==> config.mk <==
export PLATFORM = sky130hd
export DESIGN_NAME = him_access_arbiter_flat
export DESIGN_NICKNAME = d
export VERILOG_FILES = /design/src/rtl/him_access_arbiter_if.sv /design/src/rtl/him_access_arbiter.sv /design/src/flat_wrapper.sv
export SDC_FILE = /design/constraint.sdc
export NUM_CORES = 1
export LEC_CHECK = 0
export ABC_AREA = 1
export ABC_CLOCK_PERIOD_IN_PS = 3360
export CORE_AREA = 2 2 228 230
export CTS_CLUSTER_SIZE = 40
export DETAILED_ROUTE_END_ITERATION = 16
export DIE_AREA = 0 0 230 232
export GPL_TIMING_DRIVEN = 0
export PLACE_DENSITY = 0.48
export SYNTH_ARGS = -nofsm -noshare
export SYNTH_HDL_FRONTEND = slang
export SYNTH_SLANG_ARGS = --single-unit
==> constraint.sdc <==
create_clock -name clk -period 3.36 [get_ports clk]
set_input_delay 1.008 -clock clk [delete_from_list [all_inputs] [get_ports clk]]
set_output_delay 1.008 -clock clk [all_outputs]
set_load 0.05 [all_outputs]
==> src/rtl/him_access_arbiter_if.sv <==
// rtl/him_access_arbiter_if.sv - requester, response and HIM command bundle for him_access_arbiter
interface him_access_arbiter_if #(
  parameter int ROWINDEXBITS_HIM = 10,
  parameter int NCOLS_HIM        = 128,
  parameter int MAXHITNBITS      = 3,
  parameter int TAGBITS          = 4
);
  logic                        wr_valid;
  logic                        wr_ready;
  logic [ROWINDEXBITS_HIM-1:0] wr_row;
  logic [NCOLS_HIM-1:0]        wr_hitInfo;
  logic [MAXHITNBITS-1:0]      wr_nOldHits;
  logic [MAXHITNBITS-1:0]      wr_nNewHits;

  logic                        rd_valid;
  logic                        rd_ready;
  logic [ROWINDEXBITS_HIM-1:0] rd_row;
  logic [TAGBITS-1:0]          rd_tag;

  logic                        rsp_valid;
  logic [NCOLS_HIM-1:0]        rsp_data;
  logic [TAGBITS-1:0]          rsp_tag;

  logic                        him_busy;
  logic                        him_writeRow;
  logic [ROWINDEXBITS_HIM-1:0] him_inputRowToWrite;
  logic [NCOLS_HIM-1:0]        him_inputHitInfo;
  logic [MAXHITNBITS-1:0]      him_nOldHits;
  logic [MAXHITNBITS-1:0]      him_nNewHits;
  logic                        him_readRow;
  logic [ROWINDEXBITS_HIM-1:0] him_inputRowToRead;
  logic [NCOLS_HIM-1:0]        him_hitInfo_read;

  modport slave (
    input  wr_valid, wr_row, wr_hitInfo, wr_nOldHits, wr_nNewHits,
    output wr_ready,
    input  rd_valid, rd_row, rd_tag,
    output rd_ready,
    output rsp_valid, rsp_data, rsp_tag,
    input  him_busy, him_hitInfo_read,
    output him_writeRow, him_inputRowToWrite, him_inputHitInfo, him_nOldHits, him_nNewHits,
    output him_readRow, him_inputRowToRead
  );

  modport master (
    output wr_valid, wr_row, wr_hitInfo, wr_nOldHits, wr_nNewHits,
    input  wr_ready,
    output rd_valid, rd_row, rd_tag,
    input  rd_ready,
    input  rsp_valid, rsp_data, rsp_tag,
    output him_busy, him_hitInfo_read,
    input  him_writeRow, him_inputRowToWrite, him_inputHitInfo, him_nOldHits, him_nNewHits,
    input  him_readRow, him_inputRowToRead
  );
endinterface

==> src/rtl/him_access_arbiter.sv <==
// rtl/him_access_arbiter.sv - write-priority HIM arbiter with bounded write streak, tagged read return and drain sequencer
// Optional read-after-write row hazard window is built when HIM_ARB_HAZARD_EN is defined.
module him_access_arbiter #(
  parameter int ROWINDEXBITS_HIM = 10,
  parameter int NCOLS_HIM        = 128,
  parameter int MAXHITNBITS      = 3,
  parameter int TAGBITS          = 4,
  parameter int READ_LATENCY     = 4,
  parameter int MAX_WRITE_STREAK = 4,
  parameter int HAZARD_WINDOW    = 4
) (
  input  logic clk,
  input  logic reset,
  input  logic enable,
  input  logic flush_req,
  output logic flush_done,
  output logic inflight,
  him_access_arbiter_if.slave bus
);
  localparam int STAGES     = READ_LATENCY + 1;
  localparam int STREAKBITS = $clog2(MAX_WRITE_STREAK + 1);

  typedef enum logic [1:0] {IDLE, RUN, DRAIN, DONE} state_t;

  state_t                state;
  logic [STREAKBITS-1:0] streak;
  logic [STAGES-1:0]     pipe_valid;
  logic [TAGBITS-1:0]    pipe_tag [STAGES];
  logic                  can_grant;
  logic                  streak_full;
  logic                  rd_hazard;
  logic                  wr_gnt;
  logic                  rd_gnt;

  assign can_grant   = (state == RUN) && !bus.him_busy;
  assign streak_full = (streak == STREAKBITS'(MAX_WRITE_STREAK));

`ifdef HIM_ARB_HAZARD_EN
  logic [HAZARD_WINDOW-1:0]    hist_valid;
  logic [ROWINDEXBITS_HIM-1:0] hist_row [HAZARD_WINDOW];

  // A same-row write requested this cycle always wins, so it counts as a hazard too.
  always_comb begin
    rd_hazard = bus.wr_valid && (bus.wr_row == bus.rd_row);
    for (int i = 0; i < HAZARD_WINDOW; i++) begin
      if (hist_valid[i] && (hist_row[i] == bus.rd_row)) rd_hazard = 1'b1;
    end
  end

  always_ff @(posedge clk) begin
    if (!reset || (state == IDLE)) begin
      hist_valid <= '0;
      for (int i = 0; i < HAZARD_WINDOW; i++) hist_row[i] <= '0;
    end else begin
      hist_valid  <= {hist_valid[HAZARD_WINDOW-2:0], wr_gnt};
      hist_row[0] <= bus.wr_row;
      for (int i = 1; i < HAZARD_WINDOW; i++) hist_row[i] <= hist_row[i-1];
    end
  end
`else
  assign rd_hazard = (HAZARD_WINDOW < 0);
`endif

  assign wr_gnt = can_grant && bus.wr_valid && (!bus.rd_valid || rd_hazard || !streak_full);
  assign rd_gnt = can_grant && bus.rd_valid && !rd_hazard && !wr_gnt;

  assign bus.wr_ready = wr_gnt;
  assign bus.rd_ready = rd_gnt;
  assign inflight     = (|pipe_valid) || bus.him_readRow;

  always_ff @(posedge clk) begin
    if (!reset) begin
      state                   <= IDLE;
      flush_done              <= 1'b0;
      streak                  <= '0;
      pipe_valid              <= '0;
      for (int i = 0; i < STAGES; i++) pipe_tag[i] <= '0;
      bus.him_writeRow        <= 1'b0;
      bus.him_inputRowToWrite <= '0;
      bus.him_inputHitInfo    <= '0;
      bus.him_nOldHits        <= '0;
      bus.him_nNewHits        <= '0;
      bus.him_readRow         <= 1'b0;
      bus.him_inputRowToRead  <= '0;
      bus.rsp_valid           <= 1'b0;
      bus.rsp_data            <= '0;
      bus.rsp_tag             <= '0;
    end else begin
      flush_done <= 1'b0;
      case (state)
        IDLE:  if (enable && !flush_req) state <= RUN;
        RUN:   if (flush_req || !enable) state <= DRAIN;
        DRAIN: begin
          if ((pipe_valid == '0) && !bus.him_readRow && !bus.him_writeRow) begin
            state      <= DONE;
            flush_done <= 1'b1;
          end
        end
        DONE:    state <= IDLE;
        default: state <= IDLE;
      endcase

      if (rd_gnt) begin
        streak <= '0;
      end else if (wr_gnt) begin
        if (!bus.rd_valid)    streak <= '0;
        else if (!streak_full) streak <= streak + 1'b1;
      end

      bus.him_writeRow <= wr_gnt;
      bus.him_readRow  <= rd_gnt;
      if (wr_gnt) begin
        bus.him_inputRowToWrite <= bus.wr_row;
        bus.him_inputHitInfo    <= bus.wr_hitInfo;
        bus.him_nOldHits        <= bus.wr_nOldHits;
        bus.him_nNewHits        <= bus.wr_nNewHits;
      end
      if (rd_gnt) bus.him_inputRowToRead <= bus.rd_row;

      // Stage 0 lines up with him_readRow; the last stage lines up with valid read data.
      pipe_valid  <= {pipe_valid[STAGES-2:0], rd_gnt};
      pipe_tag[0] <= bus.rd_tag;
      for (int i = 1; i < STAGES; i++) pipe_tag[i] <= pipe_tag[i-1];

      bus.rsp_valid <= pipe_valid[STAGES-1];
      if (pipe_valid[STAGES-1]) begin
        bus.rsp_data <= bus.him_hitInfo_read;
        bus.rsp_tag  <= pipe_tag[STAGES-1];
      end
    end
  end
endmodule

==> src/flat_wrapper.sv <==
// flat-port wrapper written by rule: the top's interface ports become plain ports
module him_access_arbiter_flat 
#(
  parameter int ROWINDEXBITS_HIM = 10,
  parameter int NCOLS_HIM        = 128,
  parameter int MAXHITNBITS      = 3,
  parameter int TAGBITS          = 4,
  parameter int READ_LATENCY     = 4,
  parameter int MAX_WRITE_STREAK = 4,
  parameter int HAZARD_WINDOW    = 4
)
  (clk, reset, enable, flush_req, flush_done, inflight, bus_wr_valid, bus_wr_row, bus_wr_hitInfo, bus_wr_nOldHits, bus_wr_nNewHits, bus_wr_ready, bus_rd_valid, bus_rd_row, bus_rd_tag, bus_rd_ready, bus_rsp_valid, bus_rsp_data, bus_rsp_tag, bus_him_busy, bus_him_hitInfo_read, bus_him_writeRow, bus_him_inputRowToWrite, bus_him_inputHitInfo, bus_him_nOldHits, bus_him_nNewHits, bus_him_readRow, bus_him_inputRowToRead);
  him_access_arbiter_if #(.ROWINDEXBITS_HIM(ROWINDEXBITS_HIM), .NCOLS_HIM(NCOLS_HIM), .MAXHITNBITS(MAXHITNBITS), .TAGBITS(TAGBITS)) bus_i ();
  input  logic clk;
  input  logic reset;
  input  logic enable;
  input  logic flush_req;
  output logic flush_done;
  output logic inflight;
  input wire logic [$bits(bus_i.wr_valid)-1:0] bus_wr_valid;
  input wire logic [$bits(bus_i.wr_row)-1:0] bus_wr_row;
  input wire logic [$bits(bus_i.wr_hitInfo)-1:0] bus_wr_hitInfo;
  input wire logic [$bits(bus_i.wr_nOldHits)-1:0] bus_wr_nOldHits;
  input wire logic [$bits(bus_i.wr_nNewHits)-1:0] bus_wr_nNewHits;
  output wire logic [$bits(bus_i.wr_ready)-1:0] bus_wr_ready;
  input wire logic [$bits(bus_i.rd_valid)-1:0] bus_rd_valid;
  input wire logic [$bits(bus_i.rd_row)-1:0] bus_rd_row;
  input wire logic [$bits(bus_i.rd_tag)-1:0] bus_rd_tag;
  output wire logic [$bits(bus_i.rd_ready)-1:0] bus_rd_ready;
  output wire logic [$bits(bus_i.rsp_valid)-1:0] bus_rsp_valid;
  output wire logic [$bits(bus_i.rsp_data)-1:0] bus_rsp_data;
  output wire logic [$bits(bus_i.rsp_tag)-1:0] bus_rsp_tag;
  input wire logic [$bits(bus_i.him_busy)-1:0] bus_him_busy;
  input wire logic [$bits(bus_i.him_hitInfo_read)-1:0] bus_him_hitInfo_read;
  output wire logic [$bits(bus_i.him_writeRow)-1:0] bus_him_writeRow;
  output wire logic [$bits(bus_i.him_inputRowToWrite)-1:0] bus_him_inputRowToWrite;
  output wire logic [$bits(bus_i.him_inputHitInfo)-1:0] bus_him_inputHitInfo;
  output wire logic [$bits(bus_i.him_nOldHits)-1:0] bus_him_nOldHits;
  output wire logic [$bits(bus_i.him_nNewHits)-1:0] bus_him_nNewHits;
  output wire logic [$bits(bus_i.him_readRow)-1:0] bus_him_readRow;
  output wire logic [$bits(bus_i.him_inputRowToRead)-1:0] bus_him_inputRowToRead;
  assign bus_i.wr_valid = bus_wr_valid;
  assign bus_i.wr_row = bus_wr_row;
  assign bus_i.wr_hitInfo = bus_wr_hitInfo;
  assign bus_i.wr_nOldHits = bus_wr_nOldHits;
  assign bus_i.wr_nNewHits = bus_wr_nNewHits;
  assign bus_wr_ready = bus_i.wr_ready;
  assign bus_i.rd_valid = bus_rd_valid;
  assign bus_i.rd_row = bus_rd_row;
  assign bus_i.rd_tag = bus_rd_tag;
  assign bus_rd_ready = bus_i.rd_ready;
  assign bus_rsp_valid = bus_i.rsp_valid;
  assign bus_rsp_data = bus_i.rsp_data;
  assign bus_rsp_tag = bus_i.rsp_tag;
  assign bus_i.him_busy = bus_him_busy;
  assign bus_i.him_hitInfo_read = bus_him_hitInfo_read;
  assign bus_him_writeRow = bus_i.him_writeRow;
  assign bus_him_inputRowToWrite = bus_i.him_inputRowToWrite;
  assign bus_him_inputHitInfo = bus_i.him_inputHitInfo;
  assign bus_him_nOldHits = bus_i.him_nOldHits;
  assign bus_him_nNewHits = bus_i.him_nNewHits;
  assign bus_him_readRow = bus_i.him_readRow;
  assign bus_him_inputRowToRead = bus_i.him_inputRowToRead;
  him_access_arbiter #(.ROWINDEXBITS_HIM(ROWINDEXBITS_HIM), .NCOLS_HIM(NCOLS_HIM), .MAXHITNBITS(MAXHITNBITS), .TAGBITS(TAGBITS), .READ_LATENCY(READ_LATENCY), .MAX_WRITE_STREAK(MAX_WRITE_STREAK), .HAZARD_WINDOW(HAZARD_WINDOW)) u_core (.clk(clk), .reset(reset), .enable(enable), .flush_req(flush_req), .flush_done(flush_done), .inflight(inflight), .bus(bus_i));
endmodule
==> results of run 1 <==
==> synthesized netlist by cell type (5+ instances only) <==
| library cell | instances | area (sq um) |
|---|---|---|
| nand2_1 | 58 | 218 |
| buf_4 | 11 | 82.6 |
| clkbuf_1 | 44 | 165 |
| nor2_1 | 562 | 2110 |
| inv_1 | 39 | 146 |
| o21ai_0 | 274 | 1370 |
| dfxtp_1 | 319 | 6390 |
| buf_6 | 27 | 304 |
| a21oi_1 | 5 | 25.0 |
| buf_2 | 15 | 75.1 |
| nand3_1 | 15 | 75.1 |
| ha_1 | 6 | 75.1 |
==> stage by stage <==
step	power [mW]	setup slack, ns	hold WS (ns)
6_report	11.2	0.0957	0.408
5_1_grt	11.7	0.0123	0.422
4_1_cts	11.4	0.0387	0.412
3_5_place_dp	6.96	-0.656	0.397
3_3_place_gp	6.94	-0.642	0.399
2_1_floorplan	5.83	0.567	0.390
==> registers in the layout, indices dropped and copies added (netlist names), 2 cells and up <==
signal and cells:
u_core.bus.him_nOldHits 3, u_core.state 2, u_core.bus.rsp_data 128, u_core.pipe_valid 5, u_core.bus.him_inputRowToWrite 10, u_core.bus.rsp_tag 4, u_core.bus.him_inputRowToRead 10, u_core.pipe_tag 20
u_core.bus.him_inputHitInfo 128, u_core.streak 3, u_core.bus.him_nNewHits 3
==> cell families after synthesis <==
family                   Yosys count  synth area share, %
AO/OA/AOI/OAI                    282                 12.7
AND/OR/NAND/NOR                  641                 22.0
adder cells (fa/ha/maj)            6                0.675
flip-flops                       319                 57.4
buffers and inverters            139                 7.20
==> critical path, delay by kind of cell <==
family / cells / cell delay, ns
simple gates: 3 / 0.31
buf+inv: 5 / 0.93
==> final timing paths <==
check	startpoint	to	slack, ns	depth (start not counted)
setup / recovery	bus_him_busy	bus_wr_ready	0.1	8
hold / removal	u_core.pipe_tag[1][1]$_SDFF_PN0_	u_core.pipe_tag[2][1]$_SDFF_PN0_	0.41	2
setup reg to reg	u_core.state[1]$_SDFFE_PN0P_	u_core.bus.him_inputHitInfo[127]$_SDFFE_PN0P_	1.06	8
hold reg to reg	u_core.pipe_tag[1][1]$_SDFF_PN0_	u_core.pipe_tag[2][1]$_SDFF_PN0_	0.41	2
==> power by group through the flow <==
stage / logic [mW] / clock network, mW / registers (mW)
after global placement: 2.67 / 0 / 4.27
after global routing: 2.82 / 4.63 / 4.23
after CTS: 2.68 / 4.48 / 4.20
after floorplan: 0.671 / 0 / 5.15
after detailed placement: 2.67 / 0 / 4.28
final: 2.66 / 4.33 / 4.20
==> layer usage <==
metal / up-vias / wire length (um) / GRT usage (%) / part of all wire [%]
li1: 5649 / - / - / -
met5: - / 0 / 0 / 0
met4: 0 / 1250 / 6.29 / 2.7
met3: 71 / 2680 / 3.87 / 5.7
met2: 305 / 23100 / 29.0 / 49
met1: 5132 / 19900 / 20.5 / 42
==> layout make-up <==
type                       count  area (sq um)  area share, %
clock buffer                  64          1250           6.54
multi-input combinational    929          3940           20.6
timing repair buffer         584          5840           30.5
buffer                        97           648           3.38
antenna                        5          12.5         0.0653
clock inverter                 5          78.8          0.411
sequential                   319          6390           33.3
inverter                      41           154          0.803
tap                          680           851           4.44
==> impl_metrics.yaml, run 1 <==
logic_synthesis:
  ys_seq_area_share_pct: 57.4
  synth_cell_types: 21
  async_flop_share_pct: 0
  synthFlopType: "dfxtp_1"
  synth-seq-cells: 319
  synth.avg_cell_area_sq_um: 8.02
  ys_warn_count: 0
  syn_nets: 1686
  synthCells: 1387
  synth_area_sq_um: 11100
  synth_edf_count: 0
detailed_routing:
  drc: 0
  vias_per_cell: 4.10
  drt-total-wl_um: 47000
  wl_per_cell_um: 17.3
  dr.pass1.iters: 5
  vias: 11157
  postRouteAntennaNets: 0
  drt_iter0_drc: 520
power:
  seq_power_share_pct: 37.5
  p_clk_share_pct: 38.7
  combPwrFrac_pct: 23.7
  irDropWorstVdd_v: 0.000330
  power.switching_mw: 3.41
  p_leak_nw: 7.67
  p_int_mw: 7.77
  powerDensity_nw_per_um2: 584
  switching_share_pct: 30.5
global_routing:
  antenna_found_initial: 4
  grt_use_total_pct: 16.9
  grt_max_degree: 14
  grt_pass1_vias: 10886
  overflow: 0
  grt_first_pass_wirelength_um: 68100
cells_and_area:
  drive_gt1_share_pct: 5.98
  finish.utilization_pct: 37.7
  mostFrequentLayoutCell: "clkdlybuf4s50_1"
  final_area_sq_um: 19200
  area_growth_pct: 72.3
  nFillCells: 5317
  finalNonFillerCells: 2724
  final_cell_mix: "clkdlybuf4s50_1, nor2_1, dfxtp_1, o21ai_0, nand2_1"
  layout.nets: 2311
clocking:
  cts-root-buf: "clkbuf_16"
  tritoncts: "built"
  clock_latency_ns: 0.53
  numCtsBuffers: 40
  cts_buffer_depth: 3
  clock-sinks: 319
  hold_buffers: 0
  clk_pin_slew_ns: 0.05
  htreeDepth: 2
  cts.repair.resized: 15
  post_cts_buffers: 0
critical_path:
  cp-start-kind: "input pin"
  slowest_delay_ns: 0.41
  cpMaxStageDelayCell: "clkdlybuf4s50_1"
  required_ns: 2.35
  worstPathMaxFanout: 10
  crit_arrival_ns: 2.26
  cp-end-kind: "output pin"
  path_class: "in -> out"
  path_cells: "clkdlybuf4s50_1, inv_1, nand2_1, nor2_2, nand2_4, inv_2, buf_6, buf_6"
  critPathMostFrequentCell: "buf_6"
sta:
  final.setup.tns_ns: 0
  fin_crit_sh_pct: 97.2
  maxSlewHeadroom_pct: 43.1
  slew_viol_final: 0
  worst_pin_slew_ns: 0.854
  skew_ns: 0.0137
  rsz0062_at_grt: "false"
  hold_viol: 0
  period_needed_ns: 3.26
  max_freq_mhz: 306
  setup_viol: 0
floorplan:
  ios: 586
  rows: 83
  die_w_um: 230
  die_h_um: 232
  start_util_pct: 21.9
  dieArea_sq_um: 53400
  core-area_sq_um: 50900
place:
  dp_hpwl_um: 36800
  port_buffers: 584
  place.gp.congestion: 0.869
  placed_area_sq_um: 17800
  dp.cells: 2651
run:
  maxCapViolCount: 0
status:
  outcome: "complete, no violations"
worst_hold_path:
  hp-class: "reg -> reg"
No activity file was read; power rests on OpenSTA's default activity.
==> run 2: changes to the inputs <==
CORE_AREA = 2 2 229 231   (was 2 2 228 230)
DIE_AREA = 0 0 231 233   (was 0 0 230 232)
PLACE_DENSITY = 0.47   (was 0.48)
==> impl_metrics.yaml, run 2 (same netlist as run 1, synthesis figures left out) <==
power:
  irDropWorstVdd_v: 0.000302
  powerDensity_nw_per_um2: 587
  p_leak_nw: 7.67
  power.total_mw: 11.3
detailed_routing:
  vias_per_cell: 4.11
  drt_iter0_drc: 379
  postRouteAntennaNets: 0
  drt-total-wl_um: 48000
  dr.pass1.iters: 4
  drc: 0
  vias: 11196
  wl_per_cell_um: 17.6
sta:
  period_needed_ns: 3.24
  slew_viol_final: 0
  maxSlewHeadroom_pct: 53.1
  max_freq_mhz: 308
  skew_ns: 0.0143
  setup_viol: 0
  setup_ws_ns: 0.117
  hold_viol: 0
  rsz0062_at_grt: "false"
  worst_pin_slew_ns: 0.702
  fin_crit_sh_pct: 96.5
critical_path:
  required_ns: 2.35
  worstPathMaxFanout: 10
  critPathMostFrequentCell: "buf_6"
  path_cells: "clkdlybuf4s50_1, inv_1, nand2_1, nor2_2, nand2_4, inv_2, buf_6, buf_6"
  crit_arrival_ns: 2.23
  cp-end-kind: "output pin"
  cp-start-kind: "input pin"
  path_delay_family: "buffers and inverters"
  cpMaxStageDelayCell: "clkdlybuf4s50_1"
  rrSetupSlack_ns: 1.32
  r2r-end: "u_core.bus.him_nOldHits[2]$_SDFFE_PN0P_"
  cp_num_buf_inv: 5
  slowest_delay_ns: 0.41
  ff2ff_path_depth: 8
  path_class: "in -> out"
  r2r_start: "u_core.state[1]$_SDFFE_PN0P_"
place:
  port_buffers: 584
  dp_hpwl_um: 37400
  place.gp.congestion: 0.839
  pre_cts_ws_ns: -0.650
  placed_area_sq_um: 17800
clocking:
  tritoncts: "built"
  clk_pin_slew_ns: 0.05
  cts-root-buf: "clkbuf_16"
  clock-sinks: 319
  numCtsBuffers: 40
  cts_buffer_depth: 3
  clock_latency_ns: 0.54
  hold_buffers: 0
  htreeDepth: 2
cells_and_area:
  final_area_sq_um: 19200
  layout.nets: 2311
  final_cell_mix: "clkdlybuf4s50_1, nor2_1, dfxtp_1, o21ai_0, nand2_1"
  finish.utilization_pct: 37.5
  reg_top3: "u_core.bus.him_inputHitInfo (128), u_core.bus.rsp_data (128), u_core.pipe_tag (20)"
  mostFrequentLayoutCell: "clkdlybuf4s50_1"
  drive_gt1_share_pct: 6.08
  multi_input_area_sq_um: 3940
  regArea_sq_um: 6390
  area_growth_pct: 72.3
  nFillCells: 5343
worst_hold_path:
  holdCritStartpoint: "u_core.pipe_tag[0][0]$_SDFF_PN0_"
  whs_path_depth: 2
  hp-class: "reg -> reg"
  min_to: "u_core.pipe_tag[1][0]$_SDFF_PN0_"
floorplan:
  die_w_um: 231
  rows: 83
  core-area_sq_um: 51100
  start_util_pct: 21.8
  die_h_um: 233
  ios: 586
  dieArea_sq_um: 53800
global_routing:
  grt_max_degree: 14
  antenna_found_initial: 5
  overflow: 0
  grt_first_pass_wirelength_um: 69300
  grt_pass1_vias: 11061
  grt_use_total_pct: 17.1
run:
  maxCapViolCount: 0
status:
  outcome: "complete, no violations"
-- run 2: changes by cell type in the layout (fill, tap and decap cells not counted), sizes merged --
cell      before  now
clkbuf       108  100
clkinv         3    7
bufinv         2    4
clkinvlp       0    1
diode          5    4
-- run 2: area by class of cell --
type	count	area share (%)
clock inverter	12	0.849
inverter	41	0.803
clock buffer	56	6.12
buffer	97	3.38
antenna	4	0.0522
tap	680	4.44
sequential	319	33.3
multi-input combinational	929	20.6
timing repair buffer	584	30.5
-- run 2: how the worst max path moves through the flow --
stage | startpoint | endpoint | cells after the start
6_report | bus_him_busy | bus_wr_ready | 8
5_1_grt | bus_him_busy | bus_wr_ready | 8
4_1_cts | bus_him_busy | bus_wr_ready | 8
3_5_place_dp | bus_him_busy | bus_wr_ready | 8
3_3_place_gp | bus_him_busy | bus_wr_ready | 8
2_1_floorplan | bus_him_busy | bus_rd_ready | 7
-- run 2: where the power goes --
part / switching, mW / internal [mW] / total, mW
Sequential: 0.140 / 4.06 / 4.20
Combinational: 1.63 / 1.02 / 2.65
Clock: 1.68 / 2.72 / 4.40
Total: 3.45 / 7.81 / 11.3
-- run 2: per-layer routing --
layer  share of wire, %  up-vias  track usage [%]
li1                   -     5644                -
met5                  0        -                0
met4                3.2        0             6.85
met3                6.8       83             4.77
met2                 49      339             29.6
met1                 41     5130             19.7
-- run 2: per-stage QoR --
step           setup TNS, ns  hold WS, ns  instances
6_report                   0        0.410       2722
3_5_place_dp           -1.29        0.399       2651
5_1_grt                    0        0.429       2722
4_1_cts                    0        0.407       2718
2_1_floorplan              0        0.390       1387
3_3_place_gp           -1.28        0.398       2651
-- run 2: timing repair --
action,CTS,global route
buffers inserted,0,0
resized for setup,15,3
endpoints found under the setup margin,3,2
gates cloned,0,0
endpoints found under the hold margin,0,0
-- run 2: worst register-to-register path: stages (launching register included) --
cell and delay, ns:
dfxtp_1 0.36, inv_1 0.09, ha_1 0.20, nand2_1 0.10, nor2_2 0.05, nand2_4 0.12
clkbuf_1 0.54, o21ai_0 0.38, nor2_1 0.15
==> run 3: changes to the inputs <==
SLEW_MARGIN = 10   (was unset)
==> results of run 3 <==
Same layout as run 2: the final DEF is identical, and so are final timing and power.
